**src/rtl/bus_copy_pkg.sv**
```systemverilog
// Shared types and constants for the bus copy master.
package bus_copy_pkg;

   typedef enum logic [2:0] {
      IDLE,
      RD_LA,
      RD,
      WR_LA,
      WR,
      FIN
   } state_e;

   localparam logic [3:0]  WSTRB_READ = 4'b0000;
   localparam logic [3:0]  WSTRB_WORD = 4'b1111;
   localparam logic [31:0] WORD_BYTES = 32'd4;

endpackage

```
**src/rtl/bus_copy_master_if.sv**
```systemverilog
// PicoRV32 native memory bus, including the look-ahead address/strobes.
interface bus_copy_master_if;

   logic        mem_valid;
   logic        mem_instr;
   logic        mem_ready;
   logic [31:0] mem_addr;
   logic [31:0] mem_wdata;
   logic [3:0]  mem_wstrb;
   logic [31:0] mem_rdata;
   logic        mem_la_read;
   logic        mem_la_write;
   logic [31:0] mem_la_addr;

   modport master (
      output mem_valid, mem_instr, mem_addr, mem_wdata, mem_wstrb,
      output mem_la_read, mem_la_write, mem_la_addr,
      input  mem_ready, mem_rdata
   );

   modport slave (
      input  mem_valid, mem_instr, mem_addr, mem_wdata, mem_wstrb,
      input  mem_la_read, mem_la_write, mem_la_addr,
      output mem_ready, mem_rdata
   );

endinterface

```
**src/rtl/bus_copy_master.sv**
```systemverilog
// Word-by-word block copier acting as a PicoRV32-style bus master.
// Optional macro BUS_COPY_TIMEOUT_EN adds a per-transfer ready timeout with a sticky error flag.
module bus_copy_master
   import bus_copy_pkg::*;
#(
   parameter int LEN_WIDTH      = 16,
   parameter int TIMEOUT_CYCLES = 256
) (
   input  logic                 clock,
   input  logic                 reset,
   input  logic                 i_start,
   input  logic [31:0]          i_src_addr,
   input  logic [31:0]          i_dst_addr,
   input  logic [LEN_WIDTH-1:0] i_len,
   output logic                 o_busy,
   output logic                 o_done,
   output logic                 o_error,
   bus_copy_master_if.master    bus
);

   localparam logic [31:0] ADDR_MASK = ~32'd3;

   state_e               state_q, state_d;
   logic [31:0]          src_q, src_d;
   logic [31:0]          dst_q, dst_d;
   logic [31:0]          buf_q, buf_d;
   logic [LEN_WIDTH-1:0] rem_q, rem_d;
   logic                 valid_q, valid_d;
   logic [31:0]          addr_q, addr_d;
   logic [31:0]          wdata_q, wdata_d;
   logic [3:0]           wstrb_q, wstrb_d;
   logic                 ack;
   logic                 timeout_hit;

   assign ack = valid_q & bus.mem_ready;

`ifdef BUS_COPY_TIMEOUT_EN
   localparam int WAIT_W = $clog2(TIMEOUT_CYCLES + 1);

   logic [WAIT_W-1:0] wait_q, wait_d;
   logic              error_q, error_d;

   // The wait counter restarts at every look-ahead cycle, so each transfer gets its own budget.
   assign timeout_hit = ((state_q == RD) || (state_q == WR)) && !ack &&
                        (wait_q == WAIT_W'(TIMEOUT_CYCLES - 1));

   always_comb begin
      wait_d  = wait_q;
      error_d = error_q;
      if ((state_q == IDLE) && i_start) begin
         error_d = 1'b0;
      end else if (timeout_hit) begin
         error_d = 1'b1;
      end
      if ((state_q == RD_LA) || (state_q == WR_LA)) begin
         wait_d = '0;
      end else if (((state_q == RD) || (state_q == WR)) && !ack && !timeout_hit) begin
         wait_d = wait_q + 1'b1;
      end
   end

   always_ff @(posedge clock) begin
      if (reset) begin
         wait_q  <= '0;
         error_q <= 1'b0;
      end else begin
         wait_q  <= wait_d;
         error_q <= error_d;
      end
   end

   assign o_error = error_q;
`else
   assign timeout_hit = 1'b0;
   assign o_error     = 1'b0;
`endif

   always_comb begin
      state_d = state_q;
      src_d   = src_q;
      dst_d   = dst_q;
      buf_d   = buf_q;
      rem_d   = rem_q;
      valid_d = valid_q;
      addr_d  = addr_q;
      wdata_d = wdata_q;
      wstrb_d = wstrb_q;
      case (state_q)
         IDLE: begin
            if (i_start) begin
               if (i_len != '0) begin
                  src_d   = i_src_addr & ADDR_MASK;
                  dst_d   = i_dst_addr & ADDR_MASK;
                  rem_d   = i_len;
                  state_d = RD_LA;
               end else begin
                  state_d = FIN;
               end
            end
         end
         RD_LA: begin
            valid_d = 1'b1;
            addr_d  = src_q;
            wstrb_d = WSTRB_READ;
            state_d = RD;
         end
         RD: begin
            if (ack) begin
               buf_d   = bus.mem_rdata;
               valid_d = 1'b0;
               state_d = WR_LA;
            end else if (timeout_hit) begin
               valid_d = 1'b0;
               state_d = FIN;
            end
         end
         WR_LA: begin
            valid_d = 1'b1;
            addr_d  = dst_q;
            wdata_d = buf_q;
            wstrb_d = WSTRB_WORD;
            state_d = WR;
         end
         WR: begin
            // Addresses wrap mod 2^32 naturally through the 32-bit adders.
            if (ack) begin
               src_d   = src_q + WORD_BYTES;
               dst_d   = dst_q + WORD_BYTES;
               rem_d   = rem_q - 1'b1;
               valid_d = 1'b0;
               state_d = (rem_q == LEN_WIDTH'(1)) ? FIN : RD_LA;
            end else if (timeout_hit) begin
               valid_d = 1'b0;
               state_d = FIN;
            end
         end
         FIN: begin
            state_d = IDLE;
         end
         default: begin
            state_d = IDLE;
         end
      endcase
   end

   always_ff @(posedge clock) begin
      if (reset) begin
         state_q <= IDLE;
         src_q   <= '0;
         dst_q   <= '0;
         buf_q   <= '0;
         rem_q   <= '0;
         valid_q <= 1'b0;
         addr_q  <= '0;
         wdata_q <= '0;
         wstrb_q <= WSTRB_READ;
      end else begin
         state_q <= state_d;
         src_q   <= src_d;
         dst_q   <= dst_d;
         buf_q   <= buf_d;
         rem_q   <= rem_d;
         valid_q <= valid_d;
         addr_q  <= addr_d;
         wdata_q <= wdata_d;
         wstrb_q <= wstrb_d;
      end
   end

   // Look-ahead outputs announce next cycle's transfer, matching what the CPU presents to bus_mux.
   assign bus.mem_la_read  = (state_q == RD_LA);
   assign bus.mem_la_write = (state_q == WR_LA);
   assign bus.mem_la_addr  = (state_q == RD_LA) ? src_q :
                             (state_q == WR_LA) ? dst_q : 32'd0;

   assign bus.mem_valid = valid_q;
   assign bus.mem_instr = 1'b0;
   assign bus.mem_addr  = addr_q;
   assign bus.mem_wdata = wdata_q;
   assign bus.mem_wstrb = wstrb_q;

   assign o_busy = (state_q != IDLE);
   assign o_done = (state_q == FIN);

endmodule
```
**src/flat_wrapper.sv**
```systemverilog
// flat-port wrapper written by rule: the top's interface ports become plain ports
module bus_copy_master_flat import bus_copy_pkg::*;
#(
   parameter int LEN_WIDTH      = 16,
   parameter int TIMEOUT_CYCLES = 256
)
  (clock, reset, i_start, i_src_addr, i_dst_addr, i_len, o_busy, o_done, o_error, bus_mem_valid, bus_mem_instr, bus_mem_addr, bus_mem_wdata, bus_mem_wstrb, bus_mem_la_read, bus_mem_la_write, bus_mem_la_addr, bus_mem_ready, bus_mem_rdata);
  bus_copy_master_if bus_i ();
  input  logic clock;
  input  logic reset;
  input  logic i_start;
  input  logic [31:0] i_src_addr;
  input  logic [31:0] i_dst_addr;
  input  logic [LEN_WIDTH-1:0] i_len;
  output logic o_busy;
  output logic o_done;
  output logic o_error;
  output wire logic [$bits(bus_i.mem_valid)-1:0] bus_mem_valid;
  output wire logic [$bits(bus_i.mem_instr)-1:0] bus_mem_instr;
  output wire logic [$bits(bus_i.mem_addr)-1:0] bus_mem_addr;
  output wire logic [$bits(bus_i.mem_wdata)-1:0] bus_mem_wdata;
  output wire logic [$bits(bus_i.mem_wstrb)-1:0] bus_mem_wstrb;
  output wire logic [$bits(bus_i.mem_la_read)-1:0] bus_mem_la_read;
  output wire logic [$bits(bus_i.mem_la_write)-1:0] bus_mem_la_write;
  output wire logic [$bits(bus_i.mem_la_addr)-1:0] bus_mem_la_addr;
  input wire logic [$bits(bus_i.mem_ready)-1:0] bus_mem_ready;
  input wire logic [$bits(bus_i.mem_rdata)-1:0] bus_mem_rdata;
  assign bus_mem_valid = bus_i.mem_valid;
  assign bus_mem_instr = bus_i.mem_instr;
  assign bus_mem_addr = bus_i.mem_addr;
  assign bus_mem_wdata = bus_i.mem_wdata;
  assign bus_mem_wstrb = bus_i.mem_wstrb;
  assign bus_mem_la_read = bus_i.mem_la_read;
  assign bus_mem_la_write = bus_i.mem_la_write;
  assign bus_mem_la_addr = bus_i.mem_la_addr;
  assign bus_i.mem_ready = bus_mem_ready;
  assign bus_i.mem_rdata = bus_mem_rdata;
  bus_copy_master #(.LEN_WIDTH(LEN_WIDTH), .TIMEOUT_CYCLES(TIMEOUT_CYCLES)) u_core (.clock(clock), .reset(reset), .i_start(i_start), .i_src_addr(i_src_addr), .i_dst_addr(i_dst_addr), .i_len(i_len), .o_busy(o_busy), .o_done(o_done), .o_error(o_error), .bus(bus_i));
endmodule
```
**config.mk**
```make
export PLATFORM = sky130hd
export DESIGN_NAME = bus_copy_master_flat
export DESIGN_NICKNAME = d
export VERILOG_FILES = /design/src/rtl/bus_copy_pkg.sv /design/src/rtl/bus_copy_master_if.sv /design/src/rtl/bus_copy_master.sv /design/src/flat_wrapper.sv
export SDC_FILE = /design/constraint.sdc
export NUM_CORES = 1
export LEC_CHECK = 0
export CAP_MARGIN = 20
export CORE_ASPECT_RATIO = 0.75
export CORE_MARGIN = 1
export CORE_UTILIZATION = 47
export CTS_CLUSTER_DIAMETER = 60
export DETAILED_ROUTE_END_ITERATION = 7
export PLACE_DENSITY_LB_ADDON = 0.05
export SLEW_MARGIN = 20
export SYNTH_ARGS = -nofsm -noshare
export SYNTH_HDL_FRONTEND = slang
export SYNTH_SLANG_ARGS = --single-unit
```
**constraint.sdc**
```tcl
create_clock -name clock -period 7.1 [get_ports clock]
set_clock_uncertainty 0.2 [all_clocks]
set_input_delay 1.42 -clock clock [delete_from_list [all_inputs] [get_ports clock]]
set_output_delay 1.42 -clock clock [all_outputs]
set_load 0.005 [all_outputs]
```
* Word level (Yosys, flattened, before mapping) *
Index checks and enable logic that the tools add are counted.

cells by class
  reductions and logical operators = 12
  equal/unequal tests = 11
  bitwise operators = 1
  $add $sub $neg = 3
  multiplexer cells = 24

operator list
  operator                                                                count
  32-bit 2-to-1 mux                                                       8
  32-bit one-hot mux with 2 select lines                                  3
  32-bit by 3-bit adder with 32-bit output, second input constant         2
  16-bit 2-to-1 mux                                                       3
  16-bit one-hot mux with 2 select lines                                  1
  16-bit by 1-bit equality test with 1-bit output, second input constant  1
  16-bit nonzero test                                                     1
  16-bit by 1-bit subtractor with 16-bit output, second input constant    1
  3-bit 2-to-1 mux                                                        5
  3-bit one-hot mux with 5 select lines                                   1
  2-bit by 1-bit != test with 1-bit output, second input constant         4
  4-bit one-hot mux with 2 select lines                                   1
  3-bit by 2-bit equality test with 1-bit output, second input constant   2
  3-bit equality test, second input constant                              2
  2-bit nonzero test                                                      3
  2-bit AND reduction                                                     2
  4-bit AND reduction                                                     1
  2-bit OR reduction                                                      2
  3-bit by 1-bit equality test with 1-bit output, second input constant   1
  3-bit zero test                                                         1
  3-bit AND reduction                                                     1
  3-bit nonzero test                                                      1
  2-bit != test, second input constant                                    1
  1-bit one-hot mux with 2 select lines                                   1
  2 further kinds                                                         2

word-level totals
  input bits = 116
  register bits after elaboration = 184
  word-level logic and storage cells = 60

* Logic depth before layout (Yosys ltp) *
Gate-level depths: netlist (run 1).

  word-level depth = 4
  mapped depth = 8
  gate-level depth less buffers = 7

* Worst setup path before layout (run 1) *
OpenSTA, ideal clock, no wires.

  kind = input to register
  start point = input port i_len[1]
  end point = register u_core.src_q[29]
  cell stages on the path = 6
  arrival = 2.766 ns
  setup slack = 4.016 ns
  buffers on the path = 2
  cells stage by stage = nor4_1 -> nand3b_4 -> o21a_1 -> buf_2 -> clkbuf_1 -> a32o_1

between the ends
  word-level cells in the longest chain between the ends = 3

RTL lines
  element                                                    RTL line                RTL
  from (decl)                                                flat_wrapper.sv:14      input logic [LEN_WIDTH-1:0] i_len;
  16-bit nonzero test                                        bus_copy_master.sv:91   if (i_len != '0) begin
  2-bit by 1-bit != test with 1-bit output (no source line)  n/a
  4-bit AND reduction (no source line)                       n/a
  to (signal assigned)                                       bus_copy_master.sv:159  src_q <= src_d;
  to (decl)                                                  bus_copy_master.sv:24   logic [31:0] src_q, src_d;

No other way between the ends.
A chain may end at the register's enable or synchronous reset.

* Worst setup path in the final report (run 1) *
  start point = register u_core.state_q[1]
  end point = output port bus_mem_la_addr[16]

between the ends
  word-level cells in the longest chain between the ends = 3
  elaborated cells on any way between the ends = 4
  classes of those cells = eq/ne: 2; mux: 2

RTL lines
  element                                         RTL line                RTL
  from (decl)                                     bus_copy_master.sv:23   state_e state_q, state_d;
  from (signal assigned)                          bus_copy_master.sv:158  state_q <= state_d;
  3-bit by 2-bit equality test with 1-bit output  bus_copy_master.sv:174  (state_q == WR_LA) ? dst_q : 32'd0;
  32-bit 2-to-1 mux                               bus_copy_master.sv:174
  32-bit 2-to-1 mux (*)                           bus_copy_master.sv:173  assign bus.mem_la_addr = (state_q == RD_LA) ? src_q :
  to (decl)                                       flat_wrapper.sv:25      output wire logic [$bits(bus_i.mem_la_addr)-1:0] bus_mem_la_addr;

Mark *: on every way between the ends. The rest lies on a longest branch, timed or not.

==> metrics.cfg, run 1 <==
[setup_path]
slowest_stage = dfxtp_2
crit_path_end_kind = output port
path_cells = buf_4 -> mux2i_1 -> nor2_1 -> clkdlybuf4s50_1
path_max_fanout = 26
worstSetupPathType = reg -> out
reg2reg_from = u_core.state_q[2]$_SDFFE_PP0P_
cp.arrival_ps = 2530
critPathBufInv = 2
cp.required_ps = 5480
startpoint_type = flip-flop
max_stage_delay_ps = 590
startpoint = u_core.state_q[1]$_SDFFE_PP0P_
crit_family = buffers and inverters

[route]
route.vias.total = 9147
drcViolationCount = 0
dr.first_iter.drc_count = 1103
routed_via_density = 5.79
totalWireLength_um = 26500
drt_pass1_iterations = 5
wl_per_cell_um = 16.8
antenna_left = 0

[pwr]
powerDensity_nw_per_um2 = 207
peakVddDrop_mv = 0.143
finalPower_w = 0.00239
leakagePower_nw = 3.86

[outcome]
outcome = complete, no violations

[sta]
clock.fmax_mhz = 241
setup-tns-final_ps = 0
period_needed_ps = 4150
setup_viol = 0
rsz0062_at_grt = false
hold_viol = 0
min_period_over_period_pct = 58.4
drv_slew = 0
tightest_slew_ps = 1030
slew_headroom_pct = 31.3
worst_slack_ps = 2950

[layout]
diodes = 0
layout-drive-gt1-share_pct = 5.75
nets = 1445
area_growth_pct = 30.9
final_design_area_no_fill_um2 = 11500

[placed_design]
post-dp-hpwl_um = 18000
dp_slack_ps = 2740
portBuffers = 214
gp_congestion = 0.923
dpl_cell_area_um2 = 11000

[yosys]
synth_adder_area_share_pct = 0.567
synth_top_family_by_area = simple AND/OR/NAND/NOR gates
synth_ff_type = dfxtp_1
synth_area_leader_cell = dfxtp_1
async_reset_ff_share_pct = 0
synth.distinct_cells = 67
synth-simple-area-share_pct = 25.4
ys_seq_elements = 176
synth-compound-area-share_pct = 24.5
synth_edf_count = 0
muxShareOfSynthArea_pct = 3.75
ys_seq_area_share_pct = 39.9
avgSynthCellArea_um2 = 7.51
netlist_top_cells_area = dfxtp_1, a21oi_1, nand2_1
syn_inst = 1175
syn_area_um2 = 8820
yosys.area.top_type_share_pct = 39.9
synth-warning-count = 0
synth_xor_area_share_pct = 0.0993

[min_path]
min_from = u_core.buf_q[28]$_SDFFE_PP0P_
worstHoldPathType = reg -> reg

[clock_tree]
cts_post_setup_buffers_inserted = 0
cts_tree = yes
ctsHoldBuffers = 0
cts_buffers = 17
cts_sinks = 176
cts.reportedPaths.clkPinSlew_ps = 70
cts.repair.resized = 0
clockBufferDepth = 2
root_buffer = clkbuf_16
h-tree-depth = 4
clkLatencyLatePin_ps = 430

[floorplan]
fp.dieH_um = 121
die_x_um = 160
start_util_pct = 48.9
ioPinCount = 223
std_cell_rows = 42
dieArea_um2 = 19300
core_um2 = 18000

[grt]
overflow = 0
grt_pass1_vias = 8184
grt_pass1_wl_um = 42700
grt.total_usage_pct = 27.4
grt_antenna_before_repair = 0
grt_start_max_net_pins = 100

[job]
max_cap_violations = 0

==> state kept, by name, indices dropped and copies added, names as in the netlist <==
| register | cells |
|---|---|
| u_core.bus.mem_valid | 1 |
| u_core.rem_q | 16 |
| u_core.bus.mem_wdata | 32 |
| u_core.dst_q | 30 |
| u_core.buf_q | 32 |
| u_core.bus.mem_addr | 31 |
| u_core.bus.mem_wstrb | 1 |
| u_core.state_q | 3 |
| u_core.src_q | 30 |
==> placed cells by master, fill, tap and decap left out, types with 24 or more instances in the layout <==
master and n:
a211oi_1 25, a21oi_1 179, clkdlybuf4s50_1 213, dfxtp_1 175, mux2i_1 33, nand2_1 212
nand3_1 31, nor2_1 107, nor3_1 24, o21ai_0 55
==> per-layer routing <==
| layer | track usage (%) | vias to the layer above | wire length, µm |
|---|---|---|---|
| li1 | - | 4485 | - |
| met3 | 4.87 | 32 | 2180 |
| met5 | 0 | - | 0 |
| met4 | 6.01 | 0 | 321 |
| met2 | 40.5 | 391 | 11200 |
| met1 | 41.1 | 4239 | 12800 |
==> report_power, final <==
part	switching, W	internal, W
Combinational	0.000191	0.000177
Clock	0.000435	0.000480
Sequential	0.0000701	0.00104
==> synthesized netlist by cell type (18+ instances only) <==
master / n
nand2_1: 212
a21oi_1: 179
dfxtp_1: 176
nor2_1: 107
clkbuf_1: 67
o21ai_0: 55
mux2i_1: 33
nand3_1: 31
a211oi_1: 25
nor3_1: 24
buf_2: 18
==> cell type report <==
| cell class | count | area (µm²) |
|---|---|---|
| inverters | 17 | 63.8 |
| clock inverters | 13 | 118 |
| well taps | 242 | 303 |
| clock buffers | 19 | 453 |
| flip-flops and latches | 176 | 3520 |
| fillers | 1664 | 6480 |
| repair buffers | 230 | 2260 |
| multi-input cells | 883 | 4820 |
==> final timing paths <==
kind / to / depth (start not counted) / slack, ps
max: bus_mem_la_addr[16] / 4 / 2950
min: u_core.bus.mem_wdata[28]$_SDFFE_PP0N_ / 2 / 250
max reg2reg: u_core.dst_q[31]$_SDFFE_PP0P_ / 5 / 3720
min reg2reg: u_core.bus.mem_wdata[28]$_SDFFE_PP0N_ / 2 / 250
==> per-stage QoR <==
| step | hold WS (ps) | util [%] | cells |
|---|---|---|---|
| after global routing | 269 | 64.1 | 1580 |
| after CTS | 254 | 64.1 | 1580 |
| after detailed placement | 243 | 60.9 | 1548 |
| final | 250 | 64.1 | 1580 |
| after floorplan | 232 | - | 1178 |
| after global placement | 237 | 60.9 | 1548 |
==> cells by family after synthesis <==
group | Yosys count
xor+xnor | 1
flops | 176
buf+inv | 119
mux | 33
other cells | 1
fa+ha+maj | 4
compound gates | 360
simple gates | 481
==> tightest hold or removal path, delay by kind of cell (launching register included) <==
kind / cells / cell delay (ps)
AOI/OAI and AO/OA: 1 / 50
DFF: 1 / 310
and+or+nand+nor: 1 / 50
(Power assumes the default switching activity.)
==> run 2: changes to the inputs <==
CORE_UTILIZATION = 45   (was 47)
clock period = 3.5 ns   (was 7.1 ns; I/O delays follow)
==> metrics.cfg, run 2 (same netlist as run 1, synthesis figures left out) <==
[clock_tree]
ctsHoldBuffers = 0  ; unchanged
cts_buffers = 17  ; unchanged
root_buffer = clkbuf_16
cts_sinks = 176  ; unchanged
cts_tree = yes
clkLatencyLatePin_ps = 430  ; about the same
cts.repair.resized = 0  ; unchanged
h-tree-depth = 4  ; unchanged
cts_post_setup_buffers_inserted = 0  ; unchanged
cts.reportedPaths.clkPinSlew_ps = 70  ; about the same
clockBufferDepth = 2  ; unchanged

[placed_design]
gp_congestion = 0.877  ; -5.0%
portBuffers = 214  ; unchanged
post-dp-hpwl_um = 18400  ; +2.2%

[grt]
grt_antenna_before_repair = 0  ; unchanged
overflow = 0  ; unchanged
grt_pass1_wl_um = 41800  ; -2.1%
grt_start_max_net_pins = 80  ; -20%
grt.total_usage_pct = 26.2  ; -1.2 points
grt_pass1_vias = 7914  ; -3.3%

[floorplan]
die_x_um = 164  ; +2.2%
std_cell_rows = 43  ; +2.4%
core_um2 = 18800  ; +4.5%
ioPinCount = 223  ; unchanged
dieArea_um2 = 20200  ; +4.4%
fp.dieH_um = 123  ; +2.2%
start_util_pct = 46.8  ; -2.1 points

[setup_path]
startpoint_type = flip-flop
rrSetupSlack_ps = 730  ; -2990 ps
reg2reg_depth = 6  ; +1
cp.arrival_ps = 2400  ; -130 ps
reg2reg_from = u_core.dst_q[2]$_SDFFE_PP0P_
worstSetupPathType = reg -> out
reg2reg_to = u_core.dst_q[30]$_SDFFE_PP0P_
path_cells = mux2i_1 -> nor2_1 -> clkdlybuf4s50_1
crit_path_end_kind = output port
cp.required_ps = 2600  ; -2880 ps
path_max_fanout = 22  ; -15%
startpoint = u_core.state_q[1]$_SDFFE_PP0P_
slowest_stage = dfxtp_2
max_stage_delay_ps = 790  ; +200 ps
crit_end = bus_mem_la_addr[3]

[layout]
num-fill-cells = 1780  ; +7.0%
layout-drive-gt1-share_pct = 6.38  ; +0.63 points
multiInputGateArea_um2 = 4820  ; unchanged
final_common_cell = clkdlybuf4s50_1
regArea_um2 = 3520  ; unchanged
diodes = 0  ; unchanged
nets = 1454  ; +0.62%
final_cell_mix = clkdlybuf4s50_1, nand2_1, a21oi_1, dfxtp_1, nor2_1
area_growth_pct = 32.8

[sta]
setup_viol = 0  ; unchanged
hold_viol = 0  ; unchanged
drv_slew = 0  ; unchanged
setup-tns-final_ps = 0  ; unchanged
tightest_slew_ps = 974  ; -52.2 ps
period_needed_ps = 3300
finalHoldWorstSlack_ps = 249  ; -1.28 ps
slew_headroom_pct = 35.1  ; +3.8 points
min_period_over_period_pct = 94.4
clock.fmax_mhz = 303
rsz0062_at_grt = false

[route]
antenna_left = 0  ; unchanged
routed_via_density = 5.71  ; -1.4%
route.vias.total = 9103  ; -0.48%
totalWireLength_um = 26800  ; +0.87%
drcViolationCount = 0  ; unchanged
wl_per_cell_um = 16.8  ; about the same
dr.first_iter.drc_count = 875  ; -21%
drt_pass1_iterations = 5  ; unchanged

[job]
max_cap_violations = 0  ; unchanged

[min_path]
worstHoldPathType = reg -> reg

[pwr]
leakagePower_nw = 3.94  ; +2.1%
finalPower_w = 0.00496  ; +110%
peakVddDrop_mv = 0.294  ; +110%
powerDensity_nw_per_um2 = 424  ; +100%

[outcome]
outcome = complete, no violations

run 2: worst max-delay path: cells and delay by family, from the launching register on:
kind          cells  cell delay (ps)
mux               1              200
simple gates      1              390
buf+inv           1              590
flops             1              790
run 2: how the worst min path moves through the flow:
stage                     slack [ps]                     startpoint  cells past startpoint                               endpoint
after floorplan                  230   u_core.buf_q[0]$_SDFFE_PP0P_                      2   u_core.bus.mem_wdata[0]$_SDFFE_PP0N_
after detailed placement         240  u_core.buf_q[23]$_SDFFE_PP0P_                      2  u_core.bus.mem_wdata[23]$_SDFFE_PP0N_
after CTS                        250  u_core.buf_q[19]$_SDFFE_PP0P_                      2  u_core.bus.mem_wdata[19]$_SDFFE_PP0N_
after global routing             270   u_core.buf_q[8]$_SDFFE_PP0P_                      2   u_core.bus.mem_wdata[8]$_SDFFE_PP0N_
after global placement           240  u_core.buf_q[19]$_SDFFE_PP0P_                      2  u_core.bus.mem_wdata[19]$_SDFFE_PP0N_
final                            250  u_core.buf_q[12]$_SDFFE_PP0P_                      2  u_core.bus.mem_wdata[12]$_SDFFE_PP0N_
run 2: cell type report:
cell class	instances	share of cell area, %
Clock buffer	17	3.63
Clock inverter	15	1.45
Inverter	17	0.545
Multi-Input combinational cell	883	41.2
Sequential cell	176	30.1
Tap cell	247	2.64
Timing Repair Buffer	239	20.4
run 2: metrics by stage:
stage / instance area [µm²] / std cells / setup WS, ps / utilization [%]
after detailed placement: 11100 / 1562 / 410 / 59.0
after global routing: 11700 / 1594 / 104 / 62.2
after floorplan: 8830 / 1178 / 1140 / -
final: 11700 / 1594 / 197 / 62.2
after global placement: 11100 / 1562 / 423 / 59.0
after CTS: 11700 / 1594 / 208 / 62.2
run 2: metal layers:
layer / wire, µm / global-route usage (%)
met1: 13100 / 40.0
met2: 11300 / 38.2
met3: 2160 / 4.39
met4: 174 / 5.27
met5: 0 / 0
run 2: where the power goes:
group,total (W),switching (W),internal [W]
logic,0.000764,0.000385,0.000379
registers,0.00226,0.000150,0.00211
clock network,0.00194,0.000917,0.00102
total,0.00496,0.00145,0.00351
